`src/rtl/sha_pkg.sv`:
```
// sha_pkg: shared definitions for the SHA-256 datapath helpers.
//   - add_seq_state_t : FSM state encoding of the addition sequencer.
//   - AddSeqWidth     : default word width of the sequencer (32).
//   - AddSeqNumOps    : default maximum operand count per job (5).
package sha_pkg;

  localparam int unsigned AddSeqWidth  = 32;
  localparam int unsigned AddSeqNumOps = 5;

  typedef enum logic [1:0] {
    IDLE  = 2'd0,
    ACCUM = 2'd1,
    DONE  = 2'd2
  } add_seq_state_t;

endpackage

```
`src/rtl/CLA_nbit.sv`:
```
// CLA_nbit: WIDTH-bit adder built from generate/propagate terms.
// Ports:
//   a_i, b_i : addends
//   c_i      : carry-in
//   sum_o    : a_i + b_i + c_i mod 2^WIDTH
//   c_o      : carry-out of the top bit
module CLA_nbit #(
  parameter int unsigned WIDTH = 32
) (
  input  logic [WIDTH-1:0] a_i,
  input  logic [WIDTH-1:0] b_i,
  input  logic             c_i,
  output logic [WIDTH-1:0] sum_o,
  output logic             c_o
);

  logic [WIDTH-1:0] gen;
  logic [WIDTH-1:0] prop;

  assign gen  = a_i & b_i;
  assign prop = a_i ^ b_i;

  always_comb begin
    logic carry;
    carry = c_i;
    sum_o = '0;
    for (int i = 0; i < WIDTH; i++) begin
      sum_o[i] = prop[i] ^ carry;
      carry    = gen[i] | (prop[i] & carry);
    end
    c_o = carry;
  end

endmodule

```
`src/rtl/add_seq_ctrl.sv`:
```
// add_seq_ctrl: reduces up to NUM_OPS words to one sum mod 2^WIDTH by time-sharing a
// single CLA_nbit adder, one addition per cycle.
// Ports:
//   i_clk, i_rst          : clock, synchronous active-high reset
//   i_valid / o_ready     : job handshake; i_ops packed operands, i_nops operand count
//   o_valid / i_ready     : result handshake; o_result is the accumulated sum
//   o_carry_cnt           : carry-outs seen during the job (only with ADD_SEQ_CARRY_CNT_EN)
// Optional feature macro: ADD_SEQ_CARRY_CNT_EN
module add_seq_ctrl
  import sha_pkg::*;
#(
  parameter int unsigned WIDTH   = AddSeqWidth,
  parameter int unsigned NUM_OPS = AddSeqNumOps,
  parameter int unsigned CNT_W   = $clog2(NUM_OPS + 1)
) (
  input  logic                     i_clk,
  input  logic                     i_rst,
  input  logic                     i_valid,
  output logic                     o_ready,
  input  logic [NUM_OPS*WIDTH-1:0] i_ops,
  input  logic [CNT_W-1:0]         i_nops,
  output logic                     o_valid,
  input  logic                     i_ready,
  output logic [WIDTH-1:0]         o_result
`ifdef ADD_SEQ_CARRY_CNT_EN
  ,
  output logic [CNT_W-1:0]         o_carry_cnt
`endif
);

  localparam logic [CNT_W-1:0] NumOpsCnt = CNT_W'(NUM_OPS);
  localparam logic [CNT_W-1:0] CntOne    = CNT_W'(1);
  localparam logic [CNT_W-1:0] CntTwo    = CNT_W'(2);

  add_seq_state_t   state_q, state_d;
  logic [WIDTH-1:0] ops_q [NUM_OPS];
  logic [CNT_W-1:0] n_q, n_d;
  logic [CNT_W-1:0] idx_q, idx_d;
  logic [WIDTH-1:0] acc_q, acc_d;
  logic [CNT_W-1:0] n_in;
  logic [WIDTH-1:0] op_sel;
  logic [WIDTH-1:0] sum;
  logic             accept;

  assign accept = i_valid && (state_q == IDLE);
  // Counts above NUM_OPS are clamped rather than rejected.
  assign n_in   = (i_nops > NumOpsCnt) ? NumOpsCnt : i_nops;

  // Operand mux feeding the shared adder.
  always_comb begin
    op_sel = '0;
    for (int k = 0; k < NUM_OPS; k++) begin
      if (idx_q == CNT_W'(k)) op_sel = ops_q[k];
    end
  end

`ifdef ADD_SEQ_CARRY_CNT_EN
  logic             adder_co;
  logic [CNT_W-1:0] cnt_q, cnt_d;

  CLA_nbit #(
    .WIDTH (WIDTH)
  ) u_cla (
    .a_i   (acc_q),
    .b_i   (op_sel),
    .c_i   (1'b0),
    .sum_o (sum),
    .c_o   (adder_co)
  );

  always_comb begin
    cnt_d = cnt_q;
    if (accept) begin
      cnt_d = '0;
    end else if (state_q == ACCUM && adder_co) begin
      cnt_d = cnt_q + CntOne;
    end
  end

  always_ff @(posedge i_clk) begin
    if (i_rst) cnt_q <= '0;
    else       cnt_q <= cnt_d;
  end

  assign o_carry_cnt = cnt_q;
`else
  logic unused_carry;

  CLA_nbit #(
    .WIDTH (WIDTH)
  ) u_cla (
    .a_i   (acc_q),
    .b_i   (op_sel),
    .c_i   (1'b0),
    .sum_o (sum),
    .c_o   (unused_carry)
  );
`endif

  always_comb begin
    state_d = state_q;
    n_d     = n_q;
    idx_d   = idx_q;
    acc_d   = acc_q;
    unique case (state_q)
      IDLE: begin
        if (i_valid) begin
          n_d     = n_in;
          idx_d   = CntOne;
          acc_d   = (n_in == '0) ? '0 : i_ops[WIDTH-1:0];
          state_d = (n_in >= CntTwo) ? ACCUM : DONE;
        end
      end
      ACCUM: begin
        acc_d = sum;
        idx_d = idx_q + CntOne;
        if (idx_q == n_q - CntOne) state_d = DONE;
      end
      DONE: begin
        if (i_ready) state_d = IDLE;
      end
      default: state_d = IDLE;
    endcase
  end

  always_ff @(posedge i_clk) begin
    if (i_rst) begin
      state_q <= IDLE;
      n_q     <= '0;
      idx_q   <= '0;
      acc_q   <= '0;
    end else begin
      state_q <= state_d;
      n_q     <= n_d;
      idx_q   <= idx_d;
      acc_q   <= acc_d;
    end
  end

  // Operand buffer only captures on accept; later i_ops changes are ignored.
  always_ff @(posedge i_clk) begin
    if (accept) begin
      for (int k = 0; k < NUM_OPS; k++) begin
        ops_q[k] <= i_ops[k*WIDTH +: WIDTH];
      end
    end
  end

  assign o_ready  = (state_q == IDLE);
  assign o_valid  = (state_q == DONE);
  assign o_result = acc_q;

endmodule

```
`config.mk`:
```
export PLATFORM = sky130hd
export DESIGN_NAME = add_seq_ctrl
export DESIGN_NICKNAME = d
export VERILOG_FILES = /design/src/rtl/sha_pkg.sv /design/src/rtl/CLA_nbit.sv /design/src/rtl/add_seq_ctrl.sv
export SDC_FILE = /design/constraint.sdc
export NUM_CORES = 1
export LEC_CHECK = 0
export ABC_AREA = 0
export CORE_ASPECT_RATIO = 0.6
export CORE_MARGIN = 4
export CORE_UTILIZATION = 45
export CTS_CLUSTER_SIZE = 14
export DETAILED_ROUTE_END_ITERATION = 10
export DONT_BUFFER_PORTS = 1
export GPL_TIMING_DRIVEN = 0
export PLACE_DENSITY_LB_ADDON = 0.1
export SLEW_MARGIN = 20
export SYNTH_ARGS = -nofsm -noshare
export SYNTH_HDL_FRONTEND = slang
export SYNTH_HIERARCHICAL = 1
export SYNTH_SLANG_ARGS = --single-unit
```
`constraint.sdc`:
```
create_clock -name i_clk -period 30 [get_ports i_clk]
set_input_delay 3 -clock i_clk [delete_from_list [all_inputs] [get_ports i_clk]]
set_output_delay 3 -clock i_clk [all_outputs]
set_load 0.02 [all_outputs]
```
# == Word level (Yosys, flattened, before mapping) ==
# Memory sizes are Yosys's and may differ from the RTL's.
# Cells that the tools add are included.
# op_classes
addsub,2
mul,0
div_mod_pow,0
magnitude_cmp,2
n_eq_ne,10
n_shift,0
n_mux,18
bitwise,93
n_reduce_logical,8
# ops
operator,count
$mux W32,7
$pmux W32 S2,1
$xor A32 B32 Y32,1
$and A31 B31 Y31,1
$xor A1 B1 Y1,31
$and A1 B1 Y1,30
$or A1 B1 Y1,30
$mux W2,4
$eq A3 B2 Y1 const B,2
$logic_not A3 Y1,2
$mux W3,2
$pmux W2 S3,1
$pmux W3 S2,1
$ne A2 B2 Y1 const B,2
$reduce_and A2 Y1,2
$add A3 B1 Y3 const B,1
$eq A3 B1 Y1 const B,1
$eq A3 B3 Y1,1
$eq A3 B3 Y1 const B,1
$ge A3 B2 Y1 const B,1
$gt A3 B3 Y1 const B,1
$reduce_and A3 Y1,1
$sub A3 B1 Y3 const B,1
$eq A2 B1 Y1 const B,1
other kinds (6),7
# word_totals
ff_bits,40
latchBits,0
ramBits,160
romBits,0
inputBits,167
output_inout_bits,34
memories,1
# memory_table
name,words,word_bits,read_ports,rd_clocked_by_memory_dff,write_ports,line_no,text
ops_q,5,32,5,0,5,add_seq_ctrl.sv:36,logic [WIDTH-1:0] ops_q [NUM_OPS];

# == Logic depth before layout (Yosys ltp) ==
# Gate-level depths: netlist of the first run.
# depth
depth_word,69
mapped_depth,45
ltp_nobuf,43

# == Cells and area by module ==
# The synthesis of the first run kept the hierarchy.
# modules_own_cells
module,instances,cells_per_inst,area_per_inst_um2
add_seq_ctrl,1,630,8102.8
CLA_nbit,1,42,678.2

# == Worst setup path after synthesis of the first run ==
# OpenSTA, ideal clock, no wires.
# synth_timing
path_kind,register to register
from,reg idx_q[0]
to,reg acc_q[31] (netlist: o_result[31])
setup_time_ns,0.070
arrival_time_ns,13.713
t_required_ns,29.930
setup_slack_ns,16.217
path_stages_with_launch,45
n_path_buf,2
path_cell_list,dfxtp_1 inv_1 ha_1 buf_2 nand2_1 clkbuf_1 a31oi_1 inv_1 fa_1 inv_1 fa_1 fa_1 fa_1 fa_1 fa_1 fa_1 fa_1 fa_1 [9 not listed] fa_1 fa_1 fa_1 fa_1 fa_1 fa_1 fa_1 fa_1 fa_1 fa_1 fa_1 fa_1 fa_1 inv_1 fa_1 inv_1 a22oi_1 a21oi_1
# synth_via
elab_chain_len,69
# synth_rtl
element,line_no,text
start: declaration,add_seq_ctrl.sv:38,"logic [CNT_W-1:0] idx_q, idx_d;"
start signal: assignment,add_seq_ctrl.sv:135,idx_q <= idx_d;
$logic_not A3 Y1,add_seq_ctrl.sv:53,if (idx_q == CNT_W'(k)) op_sel = ops_q[k];
$mux W32 (4 in a row),add_seq_ctrl.sv:53,
$mux W32 (*),add_seq_ctrl.sv:53,
via op_sel[0],add_seq_ctrl.sv:41,logic [WIDTH-1:0] op_sel;
$and A31 B31 Y31 (*),CLA_nbit.sv:20,assign gen = a_i & b_i;
$and A1 B1 Y1 (*),CLA_nbit.sv:29,carry = gen[i] | (prop[i] & carry);
$or A1 B1 Y1 (*),CLA_nbit.sv:29,
$and A1 B1 Y1 (*),CLA_nbit.sv:29,
[52 not listed],--,
$or A1 B1 Y1 (*),CLA_nbit.sv:29,
$and A1 B1 Y1 (*),CLA_nbit.sv:29,
$or A1 B1 Y1 (*),CLA_nbit.sv:29,
$and A1 B1 Y1 (*),CLA_nbit.sv:29,
$or A1 B1 Y1 (*),CLA_nbit.sv:29,
$xor A1 B1 Y1 (*),CLA_nbit.sv:28,sum_o[i] = prop[i] ^ carry;
via sum[31],add_seq_ctrl.sv:42,logic [WIDTH-1:0] sum;
$pmux W32 S2 (*),add_seq_ctrl.sv:105,unique case (state_q)
end signal: assignment,add_seq_ctrl.sv:131,acc_q <= '0;
end signal: assignment,add_seq_ctrl.sv:136,acc_q <= acc_d;
end: declaration,add_seq_ctrl.sv:39,"logic [WIDTH-1:0] acc_q, acc_d;"
# Mark *: on every way through the listed nets, which the timed path passes. The rest lies on a longest branch.
# A chain may end at the register's enable or synchronous reset.

# == Final worst setup path of the first run ==
# Same ends and word-level chain as after synthesis.

==> parameters.txt, run 1 <==
Parameter                              Value

Detailed routing
  Pre-Repair DR Iteration Count ... 5
  Residual DRC count ... 0
  Met1 Routed Length ... 10400 µm
  Average vias per placed instance ... 5.76
  Max layer used ... met5
  Post-DR wirelength/cell ... 24.4 µm
  Met3 Wirelength ... 2760 µm
  Sum of routed wire length over all layers ... 23700 µm
  Detailed router's first-iteration violation count ... 428
  Total via count in the routed design ... 5586
  Total met2 wirelength after detailed routing ... 10200 µm
  Antenna Violating Nets Remaining ... 0

STA
  Setup Total Neg Slack ... 0 ns
  Final-report hold violation count ... 0
  Slew HR ... 53.3%
  Highest attainable clock frequency ... 0.0656 GHz
  Largest clock skew in the final design ... 0.0127 ns
  Total setup violations reported at the end of the flow ... 0
  Min setup slack post-route ... 14.75 ns
  Final Max Slew Viols ... 0
  Part of the cycle the worst path needs ... 50.8%
  RSZ-0062 raised after global routing ... no
  Minimum period implied by the final worst setup slack ... 15.25 ns
  Transition time of the tightest slew-check pin ... 0.700 ns

Pwr
  Power per Cell Area ... 75.8 nW/µm²
  Max IR drop VDD ... 0.0398 mV
  Leakage component of the power ... 0.00344 µW

Hold path
  Path class of the lowest-slack min-delay path ... register to register

Final layout
  Share of layout cells above drive strength 1 ... 7.39%
  P&R area growth vs syn ... 11.5%
  Commonest non-fill, non-tap cell in the layout ... edfxtp_1
  Count of antenna diodes in the layout ... 0
  Nets@finish ... 896
  Filler cells ... 1658
  Highest-count cells in the layout ignoring fill and taps ... edfxtp_1, a21oi_1, inv_1

Critical path
  Biggest fanout along the worst timing path ... 10
  Crit. End Element ... register
  Maximum single-stage delay on the critical path ... 0.55 ns
  Signal arrival time at the worst endpoint ... 15.61 ns
  CP startpoint kind ... register
  Cell type of the slowest stage on the worst timing path ... clkbuf_1
  Library cell appearing most often on the critical path ... fa_1
  Classification of the worst setup path ... register to register
  WP data required ... 30.37 ns

CTS
  Post-CTS setup repair buffer count ... 0
  Clock root cell ... clkbuf_16
  CTS clock-pin slew for the worst setup and hold paths ... 0.07 ns
  # H-tree levels ... 4
  Insertion delay of the later-clocked pin in the worst-skew pair ... 0.44 ns
  CTS tree ... yes
  Cts repair resizes ... 0
  Number of sinks driven by the clock tree ... 200
  # hold bufs at CTS ... 0
  CTS Buffer Depth ... 2
  Num CTS Buffers ... 17

Global routing
  Global-route wire length before repair ... 35200 µm
  Maximum number of pins on one net before global-route repair ... 106
  GRT Resource Usage Total ... 21.8%
  Total congestion overflow ... 0
  Number of global-route vias before repair ... 5605
  Number of antenna violations at the first check in global routing ... 2

Placed design
  Count of buffers from port buffering ... 0
  Gp weighted congestion ... 0.820
  Post-Place Worst Slack ... 14.86 ns
  Detailed placement HPWL ... 16600 µm

Status
  Outcome ... finished, final reports clean

Synth
  Post-synthesis instance area ... 8780 µm²
  Number of warnings issued by yosys ... 6
  Mapped Cells ... 671
  Net count after synthesis ... 876
  Syn Area/Cell ... 13.1 µm²

Floorplanning
  DIE WIDTH ... 188 µm
  Initial standard-cell utilization of the core ... 46.0%
  Area of the die ... 21900 µm²
  Core ar. ... 19100 µm²
  Die Ht ... 116 µm
  Number of cell rows ... 39
  Count of boundary I/O pins ... 201

Job
  Number of maximum-capacitance violations ... 0
[state kept, by name, summed over array words and instances (netlist names)]
register,count
ops_q,160
o_result,32
state_q,2
idx_q,3
n_q,3
[layer usage]
metal	track usage, %	vias to the layer above
li1	-	2522
met1	30.6	2783
met2	31.4	253
met3	9.41	26
met4	5.63	2
met5	0	-
[stage by stage]
stage / std cells / area, µm² / total power (µW) / hold WS [ns] / utilization [%]
final: 970 / 9790 / 742 / 0.466 / 51.3
after global routing: 970 / 9790 / 779 / 0.500 / 51.3
after CTS: 970 / 9790 / 748 / 0.469 / 51.3
after detailed placement: 938 / 9140 / 496 / 0.459 / 47.9
after global placement: 937 / 9110 / 491 / 0.440 / 47.7
after floorplan: 671 / 8780 / 455 / 0.432 / -
[worst paths after layout]
path	start	to	slack (ns)	cells after the start
min	n_q[1]$_SDFFE_PP0P_	n_q[1]$_SDFFE_PP0P_	0.47	2
min reg2reg	n_q[1]$_SDFFE_PP0P_	n_q[1]$_SDFFE_PP0P_	0.47	2
max reg2reg	idx_q[0]$_SDFFE_PP0P_	o_result[31]$_SDFFE_PP0P_	14.75	44
max	idx_q[0]$_SDFFE_PP0P_	o_result[31]$_SDFFE_PP0P_	14.75	44
[area by class of cell]
class / count / area, µm² / share of cell area, %
clock buffer: 21 / 450 / 4.60
clock inverter: 11 / 195 / 1.99
inverter: 49 / 196 / 2.01
timing repair buffer: 1 / 27.5 / 0.281
buffer: 54 / 262 / 2.67
sequential: 200 / 5610 / 57.3
tap: 266 / 333 / 3.40
multi-input combinational: 368 / 2720 / 27.8
[power by group]
| group | switching, µW | leakage (µW) | total, µW | internal, µW |
|---|---|---|---|---|
| sequential | 26.4 | 0.00185 | 362 | 336 |
| combinational | 77.5 | 0.00128 | 129 | 51.4 |
| clock | 100 | 0.000304 | 251 | 151 |
[worst max-delay path: cells and delay by family, from the launching register on]
kind | cells | cell delay [ns]
compound gates | 3 | 0.38
simple gates | 1 | 0.29
fa+ha+maj | 33 | 12.91
flops | 1 | 0.41
buf+inv | 7 | 1.14
Note: power is estimated with default switching activity, not from simulation.
==> run 2: changes to the inputs <==
==> constraint.sdc (replaced) <==
create_clock -name i_clk -period 13.1 [get_ports i_clk]
set_input_delay 1.31 -clock i_clk [delete_from_list [all_inputs] [get_ports i_clk]]
set_output_delay 1.31 -clock i_clk [all_outputs]
set_load 0.02 [all_outputs]
==> run 2 against run 1 <==
The flow now finishes with violations (negative setup slack). Final cell count is 0.52% higher. Clock power rose by 100%. Worst setup slack got worse by 15 ns. Maximum frequency increased by 16%. Power rose by 120%. Register-to-register slack got worse by 15 ns. Critical endpoint unchanged. Largest cell class unchanged. Highest routed layer is now met4.
==> parameters.txt, run 2 (synthesized netlist as in run 1, its figures left out) <==
Parameter                              Value

Critical path
  Logic depth of the worst register-to-register path ... 44
  Classification of the worst setup path ... register to register
  Library cell appearing most often on the critical path ... fa_2
  Start of the worst register-to-register path ... idx_q[0]$_SDFFE_PP0P_
  Crit. End Element ... register
  CP startpoint kind ... register
  Endpoint of the worst-slack reg-to-reg timing path ... o_result[31]$_SDFFE_PP0P_
  WP data required ... 13.46 ns
  Register-to-register setup slack ... -0.04 ns
  Signal arrival time at the worst endpoint ... 13.50 ns
  Cell type of the slowest stage on the worst timing path ... fa_1
  Biggest fanout along the worst timing path ... 10
  Maximum single-stage delay on the critical path ... 0.41 ns

Final layout
  Nets@finish ... 900
  Area occupied by multi-input gates ... 2820 µm²
  Largest register FFs ... 160
  Commonest non-fill, non-tap cell in the layout ... edfxtp_1
  Filler cells ... 1666
  Reg area ... 5610 µm²
  P&R area growth vs syn ... 13.0%
  Final core occ ... 52.0%
  Share of layout cells above drive strength 1 ... 14.4%
  Highest-count cells in the layout ignoring fill and taps ... edfxtp_1, a21oi_1, inv_1
  Biggest register ... ops_q

CTS
  Clock root cell ... clkbuf_16
  # H-tree levels ... 4
  Insertion delay of the later-clocked pin in the worst-skew pair ... 0.44 ns
  Number of sinks driven by the clock tree ... 200
  Num CTS Buffers ... 17
  CTS tree ... yes
  CTS clock-pin slew for the worst setup and hold paths ... 0.07 ns
  CTS Buffer Depth ... 2

STA
  Highest attainable clock frequency ... 0.0761 GHz
  Part of the cycle the worst path needs ... 100%
  Post-route worst hold slack ... 0.463 ns
  Final Max Slew Viols ... 0
  Transition time of the tightest slew-check pin ... 0.750 ns
  Min setup slack post-route ... -0.0414 ns
  Setup Total Neg Slack ... -0.0414 ns
  Final-report hold violation count ... 0
  Slew HR ... 50.0%
  Minimum period implied by the final worst setup slack ... 13.14 ns
  Total setup violations reported at the end of the flow ... 1
  Largest clock skew in the final design ... 0.0138 ns
  RSZ-0062 raised after global routing ... yes

Global routing
  Global-route wire length before repair ... 34500 µm
  Number of antenna violations at the first check in global routing ... 0
  Number of global-route vias before repair ... 5517
  Total congestion overflow ... 0
  Maximum number of pins on one net before global-route repair ... 102
  GRT Resource Usage Total ... 21.4%

Floorplanning
  Count of boundary I/O pins ... 201
  Die Ht ... 116 µm
  Number of cell rows ... 39
  Area of the die ... 21900 µm²
  DIE WIDTH ... 188 µm
  Initial standard-cell utilization of the core ... 46.0%
  Core ar. ... 19100 µm²

Pwr
  Max IR drop VDD ... 0.0918 mV
  Power per Cell Area ... 166 nW/µm²
  Leakage component of the power ... 0.00342 µW

Hold path
  Endpoint, Worst Hold ... n_q[1]$_SDFFE_PP0P_
  Worst hold path depth ... 2
  Path class of the lowest-slack min-delay path ... register to register
  Min-Delay Startpoint ... n_q[1]$_SDFFE_PP0P_

Detailed routing
  Post-DR wirelength/cell ... 24.1 µm
  Pre-Repair DR Iteration Count ... 5
  Average vias per placed instance ... 5.71
  Sum of routed wire length over all layers ... 23500 µm
  Antenna Violating Nets Remaining ... 0
  Total via count in the routed design ... 5572
  Detailed router's first-iteration violation count ... 498
  Residual DRC count ... 0

Status
  Violated checks ... negative setup slack
  Outcome ... finished with violations

Job
  Number of maximum-capacitance violations ... 0

Placed design
  Post-Place Worst Slack ... -1.00 ns
  Count of buffers from port buffering ... 0
  Gp weighted congestion ... 0.838
  Detailed placement HPWL ... 16500 µm
## run 2: changes by cell type in the layout (fill, tap and decap cells not counted), sizes merged
cell    change
buf         +7
clkinv      +3
bufinv      -4
diode       +1
clkbuf      -2
## run 2: layout make-up
cell class / instances / area share (%)
Buffer: 53 / 3.31
Clock buffer: 22 / 4.68
Antenna cell: 1 / 0.0252
Multi-Input combinational cell: 368 / 28.4
Inverter: 49 / 1.98
Timing Repair Buffer: 6 / 0.656
Tap cell: 266 / 3.36
Sequential cell: 200 / 56.6
Clock inverter: 10 / 0.984
## run 2: per-stage QoR
step / total power [µW] / area [µm²] / instances
floorplan: 1050 / 8830 / 671
global placement: 1130 / 9160 / 937
detailed placement: 1140 / 9200 / 938
CTS: 1650 / 9850 / 969
global route: 1730 / 9910 / 974
finish: 1640 / 9920 / 975
## run 2: report_power, final
group,internal (µW),switching [µW]
registers,769,61.7
clock network,273,229
logic,128,182
## run 2: worst max path at each step
| stage | cells after the start | slack (ns) | to | from |
|---|---|---|---|---|
| floorplan | 45 | 0.02 | o_result[31]$_SDFFE_PP0P_ | idx_q[1]$_SDFFE_PP0P_ |
| global placement | 43 | -0.90 | o_result[31]$_SDFFE_PP0P_ | idx_q[0]$_SDFFE_PP0P_ |
| detailed placement | 43 | -1.00 | o_result[31]$_SDFFE_PP0P_ | idx_q[0]$_SDFFE_PP0P_ |
| CTS | 45 | -0.15 | o_result[31]$_SDFFE_PP0P_ | idx_q[1]$_SDFFE_PP0P_ |
| global route | 45 | -0.35 | o_result[31]$_SDFFE_PP0P_ | idx_q[1]$_SDFFE_PP0P_ |
| finish | 44 | -0.04 | o_result[31]$_SDFFE_PP0P_ | idx_q[0]$_SDFFE_PP0P_ |
## run 2: critical path: cells and delay by family (launching register included)
family | cells | cell delay, ns
AO/OA/AOI/OAI | 3 | 0.32
adder cells (fa/ha/maj) | 34 | 11.65
buffers and inverters | 6 | 0.64
flip-flops | 1 | 0.37
AND/OR/NAND/NOR | 1 | 0.07
## run 2: layer usage
metal	vias to the layer above	global-route usage, %	part of all wire, %
li1	2542	-	-
met1	2759	30.6	45
met2	256	30.7	43
met3	15	8.66	11
met4	0	5.29	0.94
met5	-	0	0
## run 2: what timing repair did
| action | CTS | global route |
|---|---|---|
| pin swaps | 5 | 7 |
| endpoints found under the hold margin | 0 | 0 |
| hold buffers | 0 | 0 |
| gates resized for setup | 34 | 10 |
| buffers inserted | 0 | 5 |
| endpoints found under the setup margin | 4 | 2 |
==> run 3: changes to the inputs <==
--- a/config.mk
+++ b/config.mk
@@ -7,12 +7,11 @@
 export LEC_CHECK = 0
 export ABC_AREA = 0
 export CORE_ASPECT_RATIO = 0.6
-export CORE_MARGIN = 4
 export CORE_UTILIZATION = 45
+export CTS_CLUSTER_DIAMETER = 30
 export CTS_CLUSTER_SIZE = 14
 export DETAILED_ROUTE_END_ITERATION = 10
 export DONT_BUFFER_PORTS = 1
-export GPL_TIMING_DRIVEN = 0
 export PLACE_DENSITY_LB_ADDON = 0.1
 export SLEW_MARGIN = 20
 export SYNTH_ARGS = -nofsm -noshare
==> run 3 against run 2 <==
Routed wire length shrank 12%. Critical path depth is 1 lower. Worst setup slack gained 0.34 ns. Global-route usage is 0.46 points lower. Via count is 3.8% lower. Register-to-register slack gained 0.34 ns. Critical endpoint unchanged. The run now ends clean. Sequential power increased by 0.5%. Maximum frequency is 2.7% higher.
==> parameters.txt, run 3 (synthesized netlist as in run 1, its figures left out) <==
Parameter                              Value

Status
  Outcome ... finished, final reports clean

Detailed routing
  Antenna Violating Nets Remaining ... 0
  Residual DRC count ... 0
  Sum of routed wire length over all layers ... 20800 µm
  Pre-Repair DR Iteration Count ... 5
  Total via count in the routed design ... 5360
  Average vias per placed instance ... 5.71
  Post-DR wirelength/cell ... 22.1 µm
  Detailed router's first-iteration violation count ... 407

Pwr
  Leakage component of the power ... 0.00330 µW
  Max IR drop VDD ... 0.0878 mV
  Post-layout total power ... 1610 µW
  Power per Cell Area ... 166 nW/µm²

Final layout
  Area occupied by multi-input gates ... 2830 µm²
  Nets@finish ... 863
  Biggest register ... ops_q
  Final core occ ... 50.8%
  Share of layout cells above drive strength 1 ... 14.2%
  Highest-count cells in the layout ignoring fill and taps ... edfxtp_1, a21oi_1, inv_1
  Filler cells ... 1662
  Reg area ... 5610 µm²
  Largest register FFs ... 160
  P&R area growth vs syn ... 10.3%
  Commonest non-fill, non-tap cell in the layout ... edfxtp_1
  Number of standard cells in the final layout excluding fillers ... 939

Critical path
  Register-to-register setup slack ... 0.30 ns
  Maximum single-stage delay on the critical path ... 0.40 ns
  Biggest fanout along the worst timing path ... 4
  CP startpoint kind ... register
  Endpoint of the worst-slack reg-to-reg timing path ... o_result[31]$_SDFFE_PP0P_
  Crit. End Element ... register
  Logic depth of the worst register-to-register path ... 43
  Cell type of the slowest stage on the worst timing path ... fa_1
  Start of the worst register-to-register path ... idx_q[1]$_SDFFE_PP0P_
  Library cell appearing most often on the critical path ... fa_2
  Classification of the worst setup path ... register to register
  Signal arrival time at the worst endpoint ... 13.16 ns
  WP data required ... 13.46 ns

STA
  Slew HR ... 22.2%
  Transition time of the tightest slew-check pin ... 1.17 ns
  RSZ-0062 raised after global routing ... yes
  Minimum period implied by the final worst setup slack ... 12.80 ns
  Setup Total Neg Slack ... 0 ns
  Final-report hold violation count ... 0
  Min setup slack post-route ... 0.301 ns
  Part of the cycle the worst path needs ... 97.7%
  Total setup violations reported at the end of the flow ... 0
  Final Max Slew Viols ... 0
  Largest clock skew in the final design ... 0.0133 ns
  Highest attainable clock frequency ... 0.0781 GHz

Hold path
  Path class of the lowest-slack min-delay path ... register to register
  Min-Delay Startpoint ... n_q[1]$_SDFFE_PP0P_
  Worst hold path depth ... 2
  Endpoint, Worst Hold ... n_q[1]$_SDFFE_PP0P_

Global routing
  Maximum number of pins on one net before global-route repair ... 197
  Number of antenna violations at the first check in global routing ... 1
  Global-route wire length before repair ... 30500 µm
  Number of global-route vias before repair ... 5070
  Total congestion overflow ... 0
  GRT Resource Usage Total ... 20.9%

Placed design
  Placed instance count ... 903
  Detailed placement HPWL ... 13500 µm
  Gp weighted congestion ... 0.777
  Post-Place Worst Slack ... -0.457 ns
  Count of buffers from port buffering ... 0

Floorplanning
  Number of cell rows ... 39
  DIE WIDTH ... 182 µm
  Initial standard-cell utilization of the core ... 46.0%
  Area of the die ... 20100 µm²
  Core ar. ... 19100 µm²
  Count of boundary I/O pins ... 201
  Die Ht ... 110 µm

Job
  Number of maximum-capacitance violations ... 0

CTS
  Number of sinks driven by the clock tree ... 200
  # H-tree levels ... 4
  Num CTS Buffers ... 17
  Clock root cell ... clkbuf_16
  CTS tree ... yes
  CTS clock-pin slew for the worst setup and hold paths ... 0.07 ns
  CTS Buffer Depth ... 2
  Insertion delay of the later-clocked pin in the worst-skew pair ... 0.44 ns
==> run 3: changes by cell type in the layout (fill, tap and decap cells not counted), moves of 2 or more <==
cell      change
clkinv_1      +2
fa_1          +2
ha_2          +3
buf_4        +16
clkinv_4      -2
ha_1          -4
clkbuf_8      -4
clkbuf_1     -28
buf_8         -3
clkbuf_2      -2
fa_2          -2
buf_2        -11
buf_6         -6
inv_6         +4
==> run 3: metal layers <==
metal / track usage, % / vias to the layer above / part of all wire [%]
met4: 6.72 / 0 / 0.89
li1: - / 2470 / -
met2: 28.7 / 217 / 41
met1: 30.1 / 2659 / 49
met5: 0 / - / 0
met3: 8.08 / 14 / 9.7
==> run 3: worst max-delay path by stage <==
stage                                     end  slack, ns                  start
floorplan           o_result[31]$_SDFFE_PP0P_       0.02  idx_q[1]$_SDFFE_PP0P_
global placement    o_result[31]$_SDFFE_PP0P_      -0.28  idx_q[0]$_SDFFE_PP0P_
detailed placement  o_result[31]$_SDFFE_PP0P_      -0.46  idx_q[0]$_SDFFE_PP0P_
CTS                 o_result[31]$_SDFFE_PP0P_      0.009  idx_q[0]$_SDFFE_PP0P_
global route        o_result[31]$_SDFFE_PP0P_      -0.09  idx_q[1]$_SDFFE_PP0P_
finish              o_result[31]$_SDFFE_PP0P_       0.30  idx_q[1]$_SDFFE_PP0P_
==> run 3: layout make-up <==
cell class | instances | area share, %
Antenna cell | 2 | 0.0517
Timing Repair Buffer | 22 | 1.71
Sequential cell | 200 | 58.0
Clock inverter | 13 | 0.982
Clock buffer | 19 | 4.57
Tap cell | 266 | 3.44
Multi-Input combinational cell | 368 | 29.3
Inverter | 49 | 2.03
==> run 3: worst max-delay path, delay by kind of cell, from the launching register on <==
kind            cells  cell delay [ns]
compound gates      4             0.44
fa+ha+maj          34            11.53
buf+inv             4             0.25
flops               1             0.37
simple gates        1             0.12
==> run 3: metrics by stage <==
stage                     hold WS [ns]  cell area [µm²]
after CTS                        0.451             9640
after floorplan                  0.432             8830
after global placement           0.436             9060
final                            0.451             9680
after global routing             0.486             9680
after detailed placement         0.442             9060
==> run 3: power breakdown <==
group,leakage [µW],internal [µW],switching (µW)
combinational,0.00120,118,166
sequential,0.00185,771,63.5
clock,0.000252,250,239
total,0.00330,1140,469
==> run 3: timing repair <==
item / 4_1_cts / 5_1_grt
setup endpoints to repair: 2 / 1
pin swaps: 2 / 6
buffers inserted: 1 / 1
hold buffers: 0 / 0
gates cloned: 0 / 0
resized for setup: 11 / 11
==> RTL change 1 (config.mk and constraints of run 2) <==
Add a define of `ADD_SEQ_CARRY_CNT_EN`.
--- a/src/rtl/add_seq_ctrl.sv
+++ b/src/rtl/add_seq_ctrl.sv
@@ -7,4 +7,6 @@
 //   o_carry_cnt           : carry-outs seen during the job (only with ADD_SEQ_CARRY_CNT_EN)
 // Optional feature macro: ADD_SEQ_CARRY_CNT_EN
+`define ADD_SEQ_CARRY_CNT_EN
+
 module add_seq_ctrl
   import sha_pkg::*;
Formal check against the unedited RTL (old outputs only; new: o_carry_cnt): no difference found for any inputs over 10 cycles, from zero or initial values and one cycle with i_rst high; that may be too few to reach the edited logic, so the function may still have changed.
==> RTL change 1 against run 2 <==
  * Total power is 6.8% higher
  * Worst setup slack better by 0.11 ns
  * Critical path type unchanged
  * Wire length is 5.1% higher
  * Global-route usage is 0.59 points higher
  * Sequential share of layout area is 1.1 points lower
  * Utilization is 1.2 points higher
  * Area after synthesis is 1.3% higher
  * Sequential cell count is 3 higher
  * Non-clock buffer count is 9 higher
  * Cell area is 3.1% higher
==> RTL change 1: results (changes against run 2) <==
Run status - completed
Global-route wire length before repair - 36500 µm (+5.8%)
Number of global-route vias before repair - 5949 (+7.8%)
RD Place Congestion - 0.830 (-0.94%)
Bufs w/o clock - 68 (+15%)
Data buffer area share - 0.0476 (+0.00799)
Total CTS buffers - 21 (+4)
Synthesized Nets - 884 (+0.91%)
Post-DP Area - 0.00935 mm² (+1.6%)
Worst-path maximum fanout - 4 (-6)
Met2 GRT Util - 0.331 (+0.0238)
Maximum vdd ir drop - 0.000112 V (+22%)
Grt met1 use - 0.305 (-0.000588)
Mapped Avg Cell Area - 13.1 µm² (+0.29%)
Clk_lat worst skew - 0.52 ns (+0.08 ns)
FF-to-FF setup slack - 0.07 ns (+0.11 ns)
Gr usage total - 0.220 (+0.00592)
H-tree depth - 1 (-3)
Final core occ - 0.532 (+0.0120)
Hold_ws - 0.478 ns (+0.0150 ns)
Nets@finish - 921 (+2.3%)
Number of inserted diodes - 2 (+1)
Clock buffer depth - 3 (+1)
WL met2 - 10600 µm (+5.8%)
Vias - 5772 (+3.6%)
Routed len/inst - 24.8 µm (+2.8%)
Multi-input logic area - 0.00291 mm² (+3.1%)
Signal inverters - 47 (-4.1%)
Pre-CTS setup slack - -0.998 ns (+0.00284 ns)
Placed insts - 946 (+0.85%)
DPL Wire Length - 17100 µm (+3.9%)
Multi-In Gates - 374 (+1.6%)
LEAKAGE - 3.60 nW (+5.2%)
GRT met3 Usage - 0.0889 (+0.00230)
Clock buffers - 27 (+23%)
Met3 Wirelength - 2820 µm (+7.9%)
Sequential share of cell area - 0.555 (-0.0111)
Share of cells above drive strength 1 - 0.169 (+0.0247)
CP Data Arrival Time - 13.47 ns (-0.03 ns)
Wire length on met1 - 10900 µm (+2.0%)
Clk tree area frac - 0.0630 (+0.00638)
Fmax - 0.0767 GHz (+0.83%)
==> RTL change 1: power by group <==
group / total (mW) / leakage, nW / internal [mW] / switching [mW]
clock: 0.575 / 0.313 / 0.323 / 0.252
combinational: 0.331 / 1.40 / 0.139 / 0.192
sequential: 0.849 / 1.88 / 0.785 / 0.0638
==> RTL change 1: timing repair <==
action                     in CTS  in global routing
setup endpoints to repair       7                  5
buffers inserted                6                  7
pin swaps                       1                  2
gates resized for setup        33                 19
==> RTL change 1: worst reg2reg max path, delay by kind of cell, from the launching register on <==
family	cells	cell delay, ns
adder cells (fa/ha/maj)	34	11.58
AND/OR/NAND/NOR	1	0.11
AO/OA/AOI/OAI	4	0.41
buffers and inverters	6	0.47
flip-flops	1	0.38
==> RTL change 1: worst paths after layout <==
path | from | to | cells past startpoint
worst max-delay path | idx_q[0] | o_result[31] | 45
worst min-delay path | n_q[1] | n_q[1] | 2
worst min register to register | n_q[1] | n_q[1] | 2
worst max register to register | idx_q[0] | o_result[31] | 45
==> RTL change 2 (settings of run 2) <==
Made on the original files. The 3 states of `add_seq_state_t` get a one-hot encoding in 3 bits.
--- a/src/rtl/sha_pkg.sv
+++ b/src/rtl/sha_pkg.sv
@@ -8,8 +8,8 @@
   localparam int unsigned AddSeqNumOps = 5;
 
-  typedef enum logic [1:0] {
-    IDLE  = 2'd0,
-    ACCUM = 2'd1,
-    DONE  = 2'd2
+  typedef enum logic [2:0] {
+    IDLE  = 3'b001,
+    ACCUM = 3'b010,
+    DONE  = 3'b100
   } add_seq_state_t;
 
Function: no difference found for any inputs over 10 cycles, from zero or initial values and one cycle with i_rst high; not proved beyond that.
==> RTL change 2 against run 2 <==
  * The flow still finishes with violations (setup timing)
  * Wire length rose by 9.4%
  * Cell area rose by 6.0%
  * Sequential cell count rose by 1
  * Clock power rose by 9.0%
  * Sequential power fell by 3.5%
  * Total power fell by 4.1%
  * Worst setup slack got worse by 0.00051 ns
  * Sequential share of layout area fell by 3.0 points
  * Area after synthesis rose by 2.8%
  * Maximum frequency barely moved
  * Highest routed layer is now met5
==> RTL change 2: results (changes against run 2) <==
Run status - complete, but fails checks
Failing checks - setup timing
Number of global-route vias before repair - 6127 (+11%)
Finished Layout Cells - 1033 (+5.9%)
Worst-path maximum fanout - 8 (-2)
Initial antenna violation count - 6 (+6)
Reg2Reg Depth - 45 (+2.3%)
Global-route wire length before repair - 38200 µm (+11%)
Drt initial violations - 510 (+2.4%)
Total Wirelength - 25700 µm (+9.4%)
Relative slew slack - 0.428 (-0.0723)
Maximum vdd ir drop - 0.000110 V (+20%)
Comb pwr - 0.228 mW (-26%)
DPL Wire Length - 18700 µm (+14%)
LEAKAGE - 3.74 nW (+9.3%)
Biggest register - ops_q
Worst hold endpoint - n_q[1]
Placed insts - 983 (+4.8%)
Nets@finish - 955 (+6.1%)
Post-DP Area - 0.00960 mm² (+4.4%)
Worst path slowest cell - fa_1
Worst Hold Depth - 2 (unchanged)
Vias/cell - 5.94 (+4.0%)
Final worst setup slack - -0.0419 ns (-0.000511 ns)
Hold buffers post-CTS - 0 (unchanged)
Hold path start - n_q[1]
Sw Ratio - 0.263 (-0.0252)
Gr usage total - 0.221 (+0.00739)
Mapped Avg Cell Area - 12.7 µm² (-2.9%)
H-tree depth - 1 (-3)
CTS Root Cell - clkbuf_16
Largest net degree at the start of global routing - 29 (-72%)
CP Data Arrival Time - 13.55 ns (+0.05 ns)
Port Buf Inserts - 0 (unchanged)
Drt first pass iters - 5 (unchanged)
Setup_tns - -0.0419 ns (-0.000511 ns)
Total CTS buffers - 20 (+3)
Synthesized Nets - 915 (+4.5%)
Sequential share of power - 0.508 (+0.003)
Worst stage delay on the critical path - 0.40 ns
Fillers - 1637 (-1.7%)
Clock buffer depth - 3 (+1)
Critical R2R Launch - idx_q[0]
Clk_lat worst skew - 0.50 ns (+0.06 ns)
Share of cells above drive strength 1 - 0.164 (+0.0198)
Clk pin slew, worst setup/hold paths - 0.07 ns (about the same)
Synth warn - 6 (unchanged)
NetSw - 0.414 mW (-13%)
Setup violators final - 1 (unchanged)
Crit Reg-Reg Endpoint - o_result[31]
RD Place Congestion - 0.804 (-4.0%)
Hold Fails Final Rpt - 0 (unchanged)
Clock skew - 0.0141 ns (+0.000301 ns)
## RTL change 2: worst max path at each step
stage | end | slack (ns) | start
final | o_result[31] | -0.04 | idx_q[0]
after global routing | o_result[31] | -0.38 | idx_q[0]
after CTS | o_result[31] | -0.30 | idx_q[0]
after detailed placement | o_result[31] | -1.08 | idx_q[2]
after global placement | o_result[31] | -1.03 | idx_q[2]
after floorplan | o_result[31] | 0.02 | idx_q[2]
## RTL change 2: cell type report
type                       count  area share
buffer                        55      0.0339
tap                          266      0.0317
sequential                   201       0.536
clock inverter                 7     0.00571
multi-input combinational    403       0.295
clock buffer                  28      0.0525
inverter                      48      0.0174
timing repair buffer          21      0.0269
antenna                        4    0.000952
## RTL change 2: timing repair
| item | in CTS | in global routing |
|---|---|---|
| gates resized for setup | 29 | 38 |
| endpoints found under the setup margin | 4 | 2 |
| buffers inserted | 4 | 10 |
| pin swaps | 6 | 10 |
| cloned | 0 | 0 |
## RTL change 2: tightest hold or removal path, stage by stage, from the launching register on
cell and delay [ns]:
dfxtp_1 0.31, o21ai_0 0.09, a21oi_1 0.07
## RTL change 2: per-stage QoR
stage	setup slack (ns)	hold WS, ns	util
5_1_grt	-0.381	0.538	0.543
6_report	-0.0419	0.517	0.543
4_1_cts	-0.304	0.487	0.534
2_1_floorplan	0.0183	0.450	-
3_3_place_gp	-1.03	0.462	0.486
3_5_place_dp	-1.08	0.501	0.496
## RTL change 2: metal layers
| metal | GRT usage | vias to the layer above | part of all wire |
|---|---|---|---|
| li1 | - | 2755 | - |
| met1 | 0.323 | 3055 | 0.45 |
| met2 | 0.322 | 291 | 0.43 |
| met3 | 0.0768 | 32 | 0.10 |
| met4 | 0.0453 | 6 | 0.015 |
| met5 | 0 | - | 0.0013 |
